## src/rtl/pic_command_sequencer.sv

```systemverilog
// 8259A command sequencer: ICW1..ICW4 init FSM, OCW decode, register read-back.
// Optional poll command support is built when PIC_POLL_CMD_EN is defined.
module pic_command_sequencer #(
    parameter int                NUM_IR    = 8,
    parameter logic [NUM_IR-1:0] IMR_RESET = {NUM_IR{1'b1}}
) (
    input  logic              clk,
    input  logic              reset,
    input  logic              chip_select_bar,
    input  logic              read_bar,
    input  logic              write_bar,
    input  logic              A0,
    input  logic [7:0]        data_bus_buffer_in,
    output logic [7:0]        data_bus_buffer_out,
    output logic              data_bus_oe,
    input  logic [NUM_IR-1:0] irr_in,
    input  logic [NUM_IR-1:0] isr_in,
    input  logic [7:0]        poll_word_in,
    output logic              ICW1_flag,
    output logic              ICW2_flag,
    output logic              ICW3_flag,
    output logic              ICW4_flag,
    output logic              OCW1_flag,
    output logic              OCW2_flag,
    output logic              OCW3_flag,
    output logic [7:0]        icw1_reg,
    output logic [7:0]        icw2_reg,
    output logic [7:0]        icw3_reg,
    output logic [7:0]        icw4_reg,
    output logic [NUM_IR-1:0] imr_out,
    output logic [7:0]        ocw2_reg,
    output logic [7:0]        ocw3_reg,
    output logic              init_done,
    output logic              poll_ack
);

    typedef enum logic [2:0] {
        S_ICW1, S_ICW2, S_ICW3, S_ICW4, S_READY
    } state_t;

    state_t     state, next_state;
    logic       wr_q, wr_armed, wr_a0;
    logic [7:0] wr_data;
    logic       commit, poll_sel;
    logic       ld_icw1, ld_icw2, ld_icw3, ld_icw4;
    logic       ld_ocw1, ld_ocw2, ld_ocw3;

    // Arm only on a sampled falling strobe so a strobe already low at reset is dropped.
    always_ff @(posedge clk) begin
        if (reset) begin
            wr_q     <= 1'b0;
            wr_armed <= 1'b0;
            wr_a0    <= 1'b0;
            wr_data  <= 8'h00;
        end else begin
            wr_q <= write_bar;
            if (!chip_select_bar && !write_bar) begin
                wr_data <= data_bus_buffer_in;
                wr_a0   <= A0;
            end
            if (commit)
                wr_armed <= 1'b0;
            else if (!chip_select_bar && !write_bar && wr_q)
                wr_armed <= 1'b1;
            else if (chip_select_bar && !write_bar)
                wr_armed <= 1'b0;
        end
    end

    assign commit = wr_armed & ~wr_q & write_bar;

    always_ff @(posedge clk) begin
        if (reset) state <= S_ICW1;
        else       state <= next_state;
    end

    always_comb begin
        next_state = state;
        ld_icw1    = 1'b0;
        ld_icw2    = 1'b0;
        ld_icw3    = 1'b0;
        ld_icw4    = 1'b0;
        ld_ocw1    = 1'b0;
        ld_ocw2    = 1'b0;
        ld_ocw3    = 1'b0;
        if (commit) begin
            if (!wr_a0 && wr_data[4]) begin
                ld_icw1    = 1'b1;
                next_state = S_ICW2;
            end else begin
                unique case (state)
                    S_ICW2: if (wr_a0) begin
                        ld_icw2 = 1'b1;
                        if (!icw1_reg[1])     next_state = S_ICW3;
                        else if (icw1_reg[0]) next_state = S_ICW4;
                        else                  next_state = S_READY;
                    end
                    S_ICW3: if (wr_a0) begin
                        ld_icw3    = 1'b1;
                        next_state = icw1_reg[0] ? S_ICW4 : S_READY;
                    end
                    S_ICW4: if (wr_a0) begin
                        ld_icw4    = 1'b1;
                        next_state = S_READY;
                    end
                    S_READY: begin
                        if (wr_a0)           ld_ocw1 = 1'b1;
                        else if (wr_data[3]) ld_ocw3 = 1'b1;
                        else                 ld_ocw2 = 1'b1;
                    end
                    default: ;
                endcase
            end
        end
    end

    always_ff @(posedge clk) begin
        if (reset) begin
            ICW1_flag <= 1'b0;
            ICW2_flag <= 1'b0;
            ICW3_flag <= 1'b0;
            ICW4_flag <= 1'b0;
            OCW1_flag <= 1'b0;
            OCW2_flag <= 1'b0;
            OCW3_flag <= 1'b0;
            icw1_reg  <= 8'h00;
            icw2_reg  <= 8'h00;
            icw3_reg  <= 8'h00;
            icw4_reg  <= 8'h00;
            imr_out   <= IMR_RESET;
            ocw2_reg  <= 8'h00;
            ocw3_reg  <= 8'h00;
        end else begin
            ICW1_flag <= ld_icw1;
            ICW2_flag <= ld_icw2;
            ICW3_flag <= ld_icw3;
            ICW4_flag <= ld_icw4;
            OCW1_flag <= ld_ocw1;
            OCW2_flag <= ld_ocw2;
            OCW3_flag <= ld_ocw3;
            if (ld_icw1) begin
                icw1_reg <= wr_data;
                icw2_reg <= 8'h00;
                icw3_reg <= 8'h00;
                icw4_reg <= 8'h00;
                imr_out  <= '0;
                ocw3_reg <= 8'h00;
            end
            if (ld_icw2) icw2_reg <= wr_data;
            if (ld_icw3) icw3_reg <= wr_data;
            if (ld_icw4) icw4_reg <= wr_data;
            if (ld_ocw1) imr_out  <= wr_data[NUM_IR-1:0];
            if (ld_ocw2) ocw2_reg <= wr_data;
            // RR gates the read select, ESMM gates the special-mask pair
            if (ld_ocw3) begin
                ocw3_reg[7]   <= wr_data[7];
                ocw3_reg[4:2] <= wr_data[4:2];
                if (wr_data[1]) ocw3_reg[1:0] <= wr_data[1:0];
                if (wr_data[6]) ocw3_reg[6:5] <= wr_data[6:5];
            end
        end
    end

    assign init_done   = (state == S_READY);
    assign data_bus_oe = ~chip_select_bar & ~read_bar & write_bar;

`ifdef PIC_POLL_CMD_EN
    logic poll_pending, rd_q;

    always_ff @(posedge clk) begin
        if (reset) begin
            poll_pending <= 1'b0;
            rd_q         <= 1'b0;
            poll_ack     <= 1'b0;
        end else begin
            rd_q     <= data_bus_oe;
            poll_ack <= 1'b0;
            if (ld_icw1)
                poll_pending <= 1'b0;
            else if (rd_q && !data_bus_oe && poll_pending) begin
                poll_ack     <= 1'b1;
                poll_pending <= 1'b0;
            end else if (ld_ocw3 && wr_data[2])
                poll_pending <= 1'b1;
        end
    end

    assign poll_sel = poll_pending;
`else
    logic unused_poll;
    assign unused_poll = ^poll_word_in;
    assign poll_sel    = 1'b0;
    assign poll_ack    = 1'b0;
`endif

    always_comb begin
        data_bus_buffer_out = 8'h00;
        if (data_bus_oe) begin
            if (poll_sel)
                data_bus_buffer_out = poll_word_in;
            else if (A0)
                data_bus_buffer_out = 8'(imr_out);
            else if (ocw3_reg[1:0] == 2'b11)
                data_bus_buffer_out = 8'(isr_in);
            else
                data_bus_buffer_out = 8'(irr_in);
        end
    end

endmodule

```

## config.mk

```make
export PLATFORM = sky130hd
export DESIGN_NAME = pic_command_sequencer
export DESIGN_NICKNAME = d
export VERILOG_FILES = /design/src/rtl/pic_command_sequencer.sv
export SDC_FILE = /design/constraint.sdc
export NUM_CORES = 1
export LEC_CHECK = 0
export CELL_PAD_IN_SITES_DETAIL_PLACEMENT = 0
export CELL_PAD_IN_SITES_GLOBAL_PLACEMENT = 2
export CORE_ASPECT_RATIO = 1.4
export CORE_MARGIN = 8
export CORE_UTILIZATION = 25
export CTS_CLUSTER_DIAMETER = 200
export CTS_CLUSTER_SIZE = 12
export DETAILED_ROUTE_END_ITERATION = 6
export PLACE_DENSITY = 0.81
export RECOVER_POWER = 25
export SLEW_MARGIN = 15
export SYNTH_ARGS = -nofsm -noshare
export SYNTH_HDL_FRONTEND = slang
export SYNTH_SLANG_ARGS = --single-unit
export TNS_END_PERCENT = 50
```

## constraint.sdc

```tcl
create_clock -name clk -period 1.7 [get_ports clk]
set_input_delay 0.425 -clock clk [delete_from_list [all_inputs] [get_ports clk]]
set_output_delay 0.425 -clock clk [all_outputs]
set_load 0.05 [all_outputs]
```

==> results.md, run 1 <==
- First-pass GRT wire length: 15900 um
- Busiest metal layer after global routing: met2
- Synth Instances: approximately 340
- Area growth syn-to-layout: 68.6%
- IO Count: 112
- Synth Flop Type: dfxtp_1
- Leak Pwr: 0.00218 uW
- Hold Vio Cnt, Final: 0
- Final Max Tran Viols: 0
- Slowest library cell on the worst path: dfxtp_4
- Max-slew headroom: 0.539
- Final ANT Viol Nets: 0
- Layout cells sized above 1: 0.336
- Maximum VDD drop: 0.000487 V
- Period minus WS final: 1.94 ns
- Worst Skew: 0.00896 ns
- Htree depth: 3
- DIE AREA: 16300 um2
- Total CTS buffers: 9
- Final Util: 0.428
- CTS root buffer: clkbuf_16
- Mapped Area: approximately 3100 um2
- Vias: 2877
- PD cells: 800 nW/um2
- Register area share after synthesis: 0.495
- Die X: 110 um
- Unique cell type count in the Yosys netlist: 42
- I/O Buffers: 102
- Avg WL per Cell: roughly 16 um
- Worst path required time: 1.27 ns
- Met1 track demand over resource: 0.156
- Ys async rst share: 0
- Hold_buf cts: 0
- Max Cap Violations: 0
- Most frequent cells after synthesis: dfxtp_1, nand2_1, inv_1
- RD Place Congestion: 0.792
- Final wirelength: 10100 um
- Worst Path Max Fanout: 8
- CTS sink count: just under 80
- WP buf/inv: 1
- CP Launch Type: flip-flop
- Initial Util: 0.254
- Fin nets: 506
- Post-synth EDFFs: 0
- Routing usage on met2: 0.204
- Largest net degree at the start of global routing: 37
- Top-count cell post-synth: dfxtp_1
- Final period util: 1.14
- Stages on worst setup path: 5
- Crit path arrival time: about 1.5 ns
- Routed vias/inst: 4.62
- Die height: roughly 150 um
- Post-Place Cells: 603
- DPL Wire Length: 7370 um
- Detailed Route Iter0 Violations: 113
- GRT overflow: 0
- Initial antenna violation count: 0
- Syn Nets: 382
- RSZ-0062 raised after global routing: yes
- Leading area contributor after synthesis: dfxtp_1
- YS warnings: 0
- Fin cells: 623
- Antenna fix cells: 0
- Hold depth: 2
- Router iterations before antenna repair: 4
- Drt drc: 0
- Yosys reg bits: 77
- Highest cell delay on the worst timing path: about 0.36 ns
- Hold Path Class: reg2reg
- Setup CP Type: reg2out
- Share of the synthesized area in the top cell type: 0.495
- Dpl ws: -0.330 ns
- Setup crit end kind: primary output
- Failing checks: setup timing
- Worst-Margin Slew: roughly 0.69 ns
- Area post-placement: 4840 um2
- Synth top area cells: dfxtp_1, o32ai_1, nand2_1, a21oi_1, inv_1
- Fin area: about 5200 um2
- Setup violations, final: 9
- Clk Latency, worst-skew pair: about 0.33 ns
- Met3 GRT Util: 0.0322
- Total track usage: 0.126
- CTS tree: yes
- Clock Pin Slew Worst Setup and Hold Paths: ~0.060 ns
- Max Freq: 0.516 GHz
- # rows: 48
- Mean post-synth cell area: 9.05 um2
- Vias in the first global route: 2894
- Status: finished with violations
- Setup slack after layout: -0.238 ns
- Core area: ~12000 um2
- CTS Buffer Depth: 2
- Critical path, cell by cell: nand2_8 > mux2_4 > mux2i_4 > nor2_4 > buf_12
- Critical path's top delay family: multiplexers
- Reg2Reg Depth: 5
-- area by class of cell --
type | count | area [um2]
repair buffers | 138 | 1540
inverters | 30 | 113
clock buffers | 9 | 225
multi-input cells | 212 | 1540
fillers | 1230 | 7010
well taps | 150 | 188
clock inverters | 7 | 90.1
flip-flops and latches | 77 | 1550
-- what timing repair did --
action	4_1_cts	5_1_grt
buffers inserted	4	0
hold endpoints to repair	0	0
pin swaps	2	0
resized for setup	33	0
setup endpoints to repair	10	10
-- power by group --
part | internal [uW] | switching, uW | total (uW)
logic | 187 | 159 | 346
clock network | 1280 | 732 | 2010
registers | 1810 | 28.3 | 1840
-- kinds of logic (layout without fill, tap and decap cells) --
| family | count (synthesis) | in the layout | synth area share |
|---|---|---|---|
| AO/OA/AOI/OAI | 71 | 71 | 0.166 |
| buffers and inverters | 55 | 184 | 0.0784 |
| flip-flops | 77 | 77 | 0.495 |
| multiplexers | 16 | 16 | 0.0547 |
| other | 1 | 1 | 0.00121 |
| AND/OR/NAND/NOR | 124 | 124 | 0.205 |
-- worst min-delay path, delay by kind of cell (launching register included) --
kind,cells,cell delay (ns)
AND/OR/NAND/NOR,1,0.05
flip-flops,1,0.31
AO/OA/AOI/OAI,1,0.05
-- final timing paths --
| path | start | endpoint | slack, ns |
|---|---|---|---|
| hold / removal | ocw2_reg[5]$_SDFFE_PP0P_ | ocw2_reg[5]$_SDFFE_PP0P_ | 0.45 |
| setup / recovery | ocw3_reg[1]$_SDFF_PP0_ | data_bus_buffer_out[1] | -0.24 |
| hold reg to reg | ocw2_reg[5]$_SDFFE_PP0P_ | ocw2_reg[5]$_SDFFE_PP0P_ | 0.45 |
| setup reg to reg | wr_q$_SDFF_PP0_ | icw4_reg[0]$_SDFFE_PP0P_ | 0.22 |
-- routing by layer --
| layer | vias up | share of wire |
|---|---|---|
| met1 | 1347 | 0.43 |
| met4 | 0 | 0.016 |
| li1 | 1445 | - |
| met2 | 74 | 0.49 |
| met5 | - | 0 |
| met3 | 11 | 0.060 |
-- placed cells by master, fill, tap and decap left out, types with 9 or more instances in the layout --
cell type / count
nor2_1: 13
clkdlybuf4s50_1: 26
clkbuf_16: 9
buf_12: 37
dfxtp_1: 74
nor2_4: 9
clkbuf_2: 25
nand2_1: 51
o32ai_1: 24
inv_1: 30
nand2b_1: 9
a21oi_1: 28
buf_4: 37
-- metrics by stage --
stage	total power (uW)	hold slack, ns	setup TNS (ns)
2_1_floorplan	2010	0.458	-1.14
3_3_place_gp	2180	0.446	-18.49
3_5_place_dp	2180	0.456	-18.73
4_1_cts	4240	0.469	-2.15
5_1_grt	4360	0.485	-2.52
6_report	4200	0.453	-1.97
(Power assumes the default switching activity.)
==> run 2: changes to the inputs <==
--- a/config.mk
+++ b/config.mk
@@ -5,6 +5,7 @@
 export SDC_FILE = /design/constraint.sdc
 export NUM_CORES = 1
 export LEC_CHECK = 0
+export ABC_CLOCK_PERIOD_IN_PS = 1700
 export CELL_PAD_IN_SITES_DETAIL_PLACEMENT = 0
 export CELL_PAD_IN_SITES_GLOBAL_PLACEMENT = 2
 export CORE_ASPECT_RATIO = 1.4
==> results of run 2 <==
The final DEF is identical to that of run 1; final timing and power are the same.
==> variant 1, RTL diff (config.mk and constraints of run 2) <==
Add a define of `PIC_POLL_CMD_EN`.
--- a/src/rtl/pic_command_sequencer.sv
+++ b/src/rtl/pic_command_sequencer.sv
@@ -1,5 +1,7 @@
 // 8259A command sequencer: ICW1..ICW4 init FSM, OCW decode, register read-back.
 // Optional poll command support is built when PIC_POLL_CMD_EN is defined.
+`define PIC_POLL_CMD_EN
+
 module pic_command_sequencer #(
     parameter int                NUM_IR    = 8,
     parameter logic [NUM_IR-1:0] IMR_RESET = {NUM_IR{1'b1}}
Behaviour: not the same (Yosys sat finds a counterexample within 10 cycles, from zero or initial values and one cycle with reset high).
==> variant 1 against run 2 <==
The run still ends with negative setup slack left; clock power is 3% lower; final area decreased by 0.21%; sequential cell count is 3 higher; die area rose by 0.39%; maximum frequency fell by 3.8%; hold slack gained 7.9 ps; synthesized area grew 0.44%; clock skew fell by 4.9 ps; utilization shrank 0.092 points; setup slack worse by 77 ps; total power about the same; wire length up 9.5%; sequential power up 4%.
==> variant 1: results (changes against run 2) <==
stage,metric,value,unit,change
yosys,complex-gate fraction of the synthesized area,21.2,%,+4.7 points
place,IO buf count,111,,+8.8%
global_routing,number of global-route vias before repair,3114,,+7.6%
yosys,sequential fraction of the synthesis area,51.2,%,+1.7 points
pwr,Leakage Power,2.25,nW,+3.0%
place,routability cong.,0.877,,+11%
routing,final WL,11.0,mm,+9.5%
yosys,commonest cells in the netlist,"80 x dfxtp_1, 51 x nand2_1, 41 x a21oi_1",,
timing,Worst-Margin Slew,702,ps,+11.2 ps
yosys,Mapped Cells,338,,-1.7%
cts,later-pin clock latency in the skew report,330,ps,about the same
cells_and_area,ratio of cells with drive above 1 in the final layout,36.2,%,+2.5 points
global_routing,largest net degree at the start of global routing,36,,-2.7%
outcome,status,finished with violations,,
cells_and_area,FILL cells,1270,,+3.3%
timing,# setup viols final,18,,+9
global_routing,global-route wire length before repair,17.1,mm,+7.6%
yosys,"Net Count, Synth",376,,-1.6%
yosys,leading post-synthesis cells by cell area,"dfxtp_1 51%, a22o_1 7.0%, a21oi_1 6.6%",,
global_routing,Total GRT Usage,13.3,%,+0.67 points
timing,setup TNS,-2670,ps,-702 ps
pwr,net switching share of the total power,21.9,%,+0.040 points
outcome,failing checks,negative setup slack,,
yosys,xor and xnor area share after synthesis,0,%,unchanged
routing,Detailed Routing Iterations Pass 1,4,,unchanged
place,hpwl dp,8.18,mm,+11%
timing,Final Skew,4.04,ps,-4.91 ps
cells_and_area,Final #Nets,517,,+2.2%
worst_hold_path,hold crit path type,reg -> reg,,
routing,via/cell ratio,4.67,,+1.2%
critical_path,Critical Path AT,1590,ps,+80 ps
cells_and_area,Final Non-Filler Cells,634,,+1.8%
timing,post-route setup slack,-316,ps,-77.0 ps
routing,DRT iter0 DRCs,104,,-8.0%
cells_and_area,"commonest non-fill, non-tap cell in the layout",dfxtp_1,,
yosys,mux share of post-synthesis cell area,4.80,%,-0.66 points
place,Placed Instances,617,,+2.3%
pwr,VDD IR max,0.000523,V,+7.4%
-- variant 1: cell types whose count changed in the layout (fill, tap and decap cells not counted), sizes merged, moves of 5 or more --
cell / before / now
a22o: 0 / 25
nand2b: 9 / 2
nand2: 57 / 51
o32ai: 24 / 0
nand3: 9 / 4
o21ai: 0 / 11
clkdlybuf4s50: 26 / 32
a21oi: 28 / 41
buf: 76 / 97
inv: 30 / 14
-- variant 1: final cells by class --
class                   instances  area, um2  area share [%]
clock buffers                  12        256            4.90
clock inverters                 4       51.3           0.980
inverters                      14       56.3            1.08
multi-input cells             217       1560            29.7
flip-flops and latches         80       1620            30.9
well taps                     150        188            3.59
repair buffers                157       1510            28.9
-- variant 1: worst paths after layout --
check                                  from                endpoint  slack, ps  cells past startpoint
worst max-delay path            ocw3_reg[0]  data_bus_buffer_out[6]       -320                      6
worst min register to register  icw1_reg[7]             icw1_reg[7]        460                      2
worst max register to register         wr_q             icw2_reg[5]        130                      4
worst min-delay path            icw1_reg[7]             icw1_reg[7]        460                      2
-- variant 1: layer usage --
layer | track usage (%) | wire length (um) | share of wire (%) | vias to the layer above
met5 | 0 | 0 | 0 | -
met4 | 6.44 | 217 | 2.0 | 0
met3 | 2.46 | 396 | 3.6 | 14
met2 | 23.9 | 5940 | 54 | 70
met1 | 14.6 | 4460 | 40 | 1404
li1 | - | - | - | 1475
-- variant 1: what timing repair did --
item	CTS	global route
resized for setup	43	7
cloned	1	0
pin swaps	6	3
setup endpoints to repair	56	10
buffers inserted	1	0
-- variant 1: critical path, stage by stage, from the launching register on --
cell and delay (ps):
dfxtp_4 370, nand2_8 80, buf_6 120, mux2_4 300, o21ai_4 150, a21oi_4 80, buf_12 150
-- variant 1: per-stage QoR --
| step | area (um2) | setup WS (ps) | hold WS (ps) |
|---|---|---|---|
| 2_1_floorplan | 3270 | -57.3 | 489 |
| 3_3_place_gp | 4910 | -506 | 450 |
| 3_5_place_dp | 4910 | -537 | 452 |
| 4_1_cts | 5310 | -361 | 463 |
| 5_1_grt | 5240 | -366 | 487 |
| 6_report | 5240 | -316 | 461 |
-- variant 1: cell families (layout without fill, tap and decap cells) --
group,count (synthesis),after routing
simple gates,104,105
compound gates,98,98
flops,80,80
buf+inv,42,187
mux,14,14
-- variant 1: power groups by stage --
stage / logic (mW) / registers, mW / clock network [mW]
2_1_floorplan: 0.149 / 1.93 / 0
3_3_place_gp: 0.306 / 1.96 / 0
3_5_place_dp: 0.309 / 1.96 / 0
4_1_cts: 0.329 / 1.91 / 2.00
5_1_grt: 0.348 / 1.92 / 2.09
6_report: 0.326 / 1.91 / 1.95
==> variant 2, RTL diff (config.mk and constraints of run 2) <==
Made on the original files. Encoding of `state_t`: now one-hot (5 bits for 5 states).
--- a/src/rtl/pic_command_sequencer.sv
+++ b/src/rtl/pic_command_sequencer.sv
@@ -34,8 +34,8 @@
     output logic              poll_ack
 );
 
-    typedef enum logic [2:0] {
-        S_ICW1, S_ICW2, S_ICW3, S_ICW4, S_READY
+    typedef enum logic [4:0] {
+        S_ICW1 = 5'b00001, S_ICW2 = 5'b00010, S_ICW3 = 5'b00100, S_ICW4 = 5'b01000, S_READY = 5'b10000
     } state_t;
 
     state_t     state, next_state;
Function: no difference found for any inputs over 10 cycles, from zero or initial values and one cycle with reset high; not proved beyond that.
==> variant 2 against run 2 <==
The flow still finishes with violations (negative setup slack); wire length rose by 7.2%; total power hardly changed; setup slack improved by 3.8 ps; non-clock buffer count increased by 10; synthesized area down 0.24%; utilization is 1.8 points higher; final area grew 4.1%; sequential cell count rose by 2; critical endpoint unchanged; largest power group unchanged.
==> variant 2: results (changes against run 2) <==
stage,metric,value,unit,change
critical_path,Critical R2R Capture,icw4_reg[7],,
yosys,commonest cells in the netlist,"79 x dfxtp_1, 45 x nand2_1, 25 x a21oi_1, 25 x a22o_1, 25 x nor2_1",,
yosys,"Net Count, Synth",354,,-7.3%
critical_path,"Slowest-stage cell, CP",dfxtp_4,,
place,instance area at placement,4990,um2,+3.0%
place,Placed Instances,583,,-3.3%
global_routing,global-route wire length before repair,16.9,mm,+6.3%
critical_path,worst reg2reg path startpoint,state[1],,
routing,WL/cell,17.9,um,+11%
critical_path,Reg2Reg Setup Slack,-20,ps,-240 ps
global_routing,M3 GR Usage,3.05,%,-0.17 points
timing,# setup viols final,12,,+3
global_routing,met1 Usage GRT,15.3,%,-0.30 points
routing,final WL,10.8,mm,+7.2%
worst_hold_path,Hold Path End,state[1],,
cts,CTS Root Buffer Type,clkbuf_16,,
pwr,VDD IR max,0.000500,V,+2.6%
cells_and_area,Final #Nets,487,,-3.8%
yosys,leading post-synthesis cells by cell area,"dfxtp_1 51%, a22o_1 7.1%, nand2_1 5.4%",,
critical_path,Crit Path Max Fanout,8,,unchanged
global_routing,Total GRT Usage,13.6,%,+1.0 points
timing,post-route setup slack,-235,ps,+3.80 ps
global_routing,number of global-route vias before repair,3005,,+3.8%
cts,H-tree Lvls,3,,unchanged
yosys,sequential fraction of the synthesis area,50.9,%,+1.4 points
timing,Worst-Margin Slew,748,ps,+57.6 ps
yosys,Mapped Cells,316,,-8.1%
outcome,status,finished with violations,,
cts,later-pin clock latency in the skew report,340,ps,
cells_and_area,ratio of cells with drive above 1 in the final layout,39.6,%,+6.0 points
global_routing,met2 GRT Util,23.8,%,+3.3 points
yosys,Synth cell types,48,,+14%
routing,Detailed Routing Iterations Pass 1,4,,unchanged
global_routing,grt ovf,0,,unchanged
place,hpwl dp,8.02,mm,+8.9%
routing,DRT iter0 DRCs,181,,+60%
timing,Final Skew,5.68,ps,-3.27 ps
global_routing,largest net degree at the start of global routing,18,,-51%
yosys,"Top FF cell, synth",dfxtp_1,,
cts,Longest Clk Path Bufs,2,,unchanged
routing,via/cell ratio,4.69,,+1.6%
worst_hold_path,Hold Startpoint,reset,,
pwr,Leakage Power,2.25,nW,+3.2%
critical_path,slowest cell delay on critical path,360,ps,about the same
worst_hold_path,hold crit path type,in -> reg,,
outcome,failing checks,negative setup slack,,
yosys,Ys Warns,0,,unchanged
critical_path,cells on worst reg2reg path,4,,-1
place,DP Worst Slack,-586,ps,-257 ps
place,routability cong.,0.785,,-0.82%
==> variant 2: changes by cell type in the layout (fill, tap and decap cells not counted), sizes merged, moves of 4 or more <==
cell / delta
a22o: +25
o32ai: -24
buf: +23
inv: -23
nand2: -12
nand2b: -9
clkbuf: -8
mux2i: +7
dlymetal6s2s: -4
nor2b: -4
nor4: +4
==> variant 2: final cells by class <==
cell class                      instances  area [um2]
Inverter                                6        25.0
Multi-Input combinational cell        205        1620
Tap cell                              150         188
Fill cell                            1196        6790
Timing Repair Buffer                  148        1730
Sequential cell                        79        1590
Clock buffer                           10         239
Clock inverter                          6        67.6
==> variant 2: per-layer routing <==
metal  part of all wire [%]  routed length [um]
met1                     40                4300
met2                     55                5890
met3                    4.2                 455
met4                    1.4                 156
met5                      0                   0
==> variant 2: worst max path at each step <==
stage | from | end | slack, ps | depth (start not counted)
6_report | ocw3_reg[1] | data_bus_buffer_out[1] | -230 | 5
5_1_grt | ocw3_reg[1] | data_bus_buffer_out[6] | -280 | 5
4_1_cts | ocw3_reg[1] | data_bus_buffer_out[0] | -250 | 5
3_5_place_dp | write_bar | icw2_reg[0] | -590 | 5
3_3_place_gp | write_bar | icw2_reg[0] | -540 | 5
2_1_floorplan | write_bar | state[2] | -60 | 6
==> variant 2: critical path, delay by kind of cell, from the launching register on <==
family / cells / cell delay, ps
buf+inv: 1 / 140
mux: 2 / 500
flops: 1 / 360
simple gates: 2 / 170
==> variant 2: cells by family (layout without fill, tap and decap cells) <==
logic type	after synthesis	count (layout)	synth area share [%]
xor+xnor	1	1	0.282
other cells	1	1	0.121
buf+inv	32	170	5.12
simple gates	108	108	18.7
mux	23	23	7.74
flops	79	79	50.9
compound gates	72	72	17.0
==> variant 2: metrics by stage <==
step	TNS, ps	hold slack, ps
after floorplan	-646	468
after global routing	-3220	391
after detailed placement	-28390	455
after global placement	-27170	453
final	-2200	396
after CTS	-2300	385
==> variant 2: timing repair <==
action                                  4_1_cts  5_1_grt
endpoints found under the setup margin       38       47
pin swaps                                     9        3
setup buffers                                 3        1
cloned                                        1        0
gates resized for setup                      41        9
==> variant 2: power by group <==
part           switching (mW)  total, mW  internal [mW]
logic                   0.170      0.354          0.184
registers              0.0273       1.89           1.86
clock network           0.772       1.95           1.18
total                   0.968       4.19           3.23
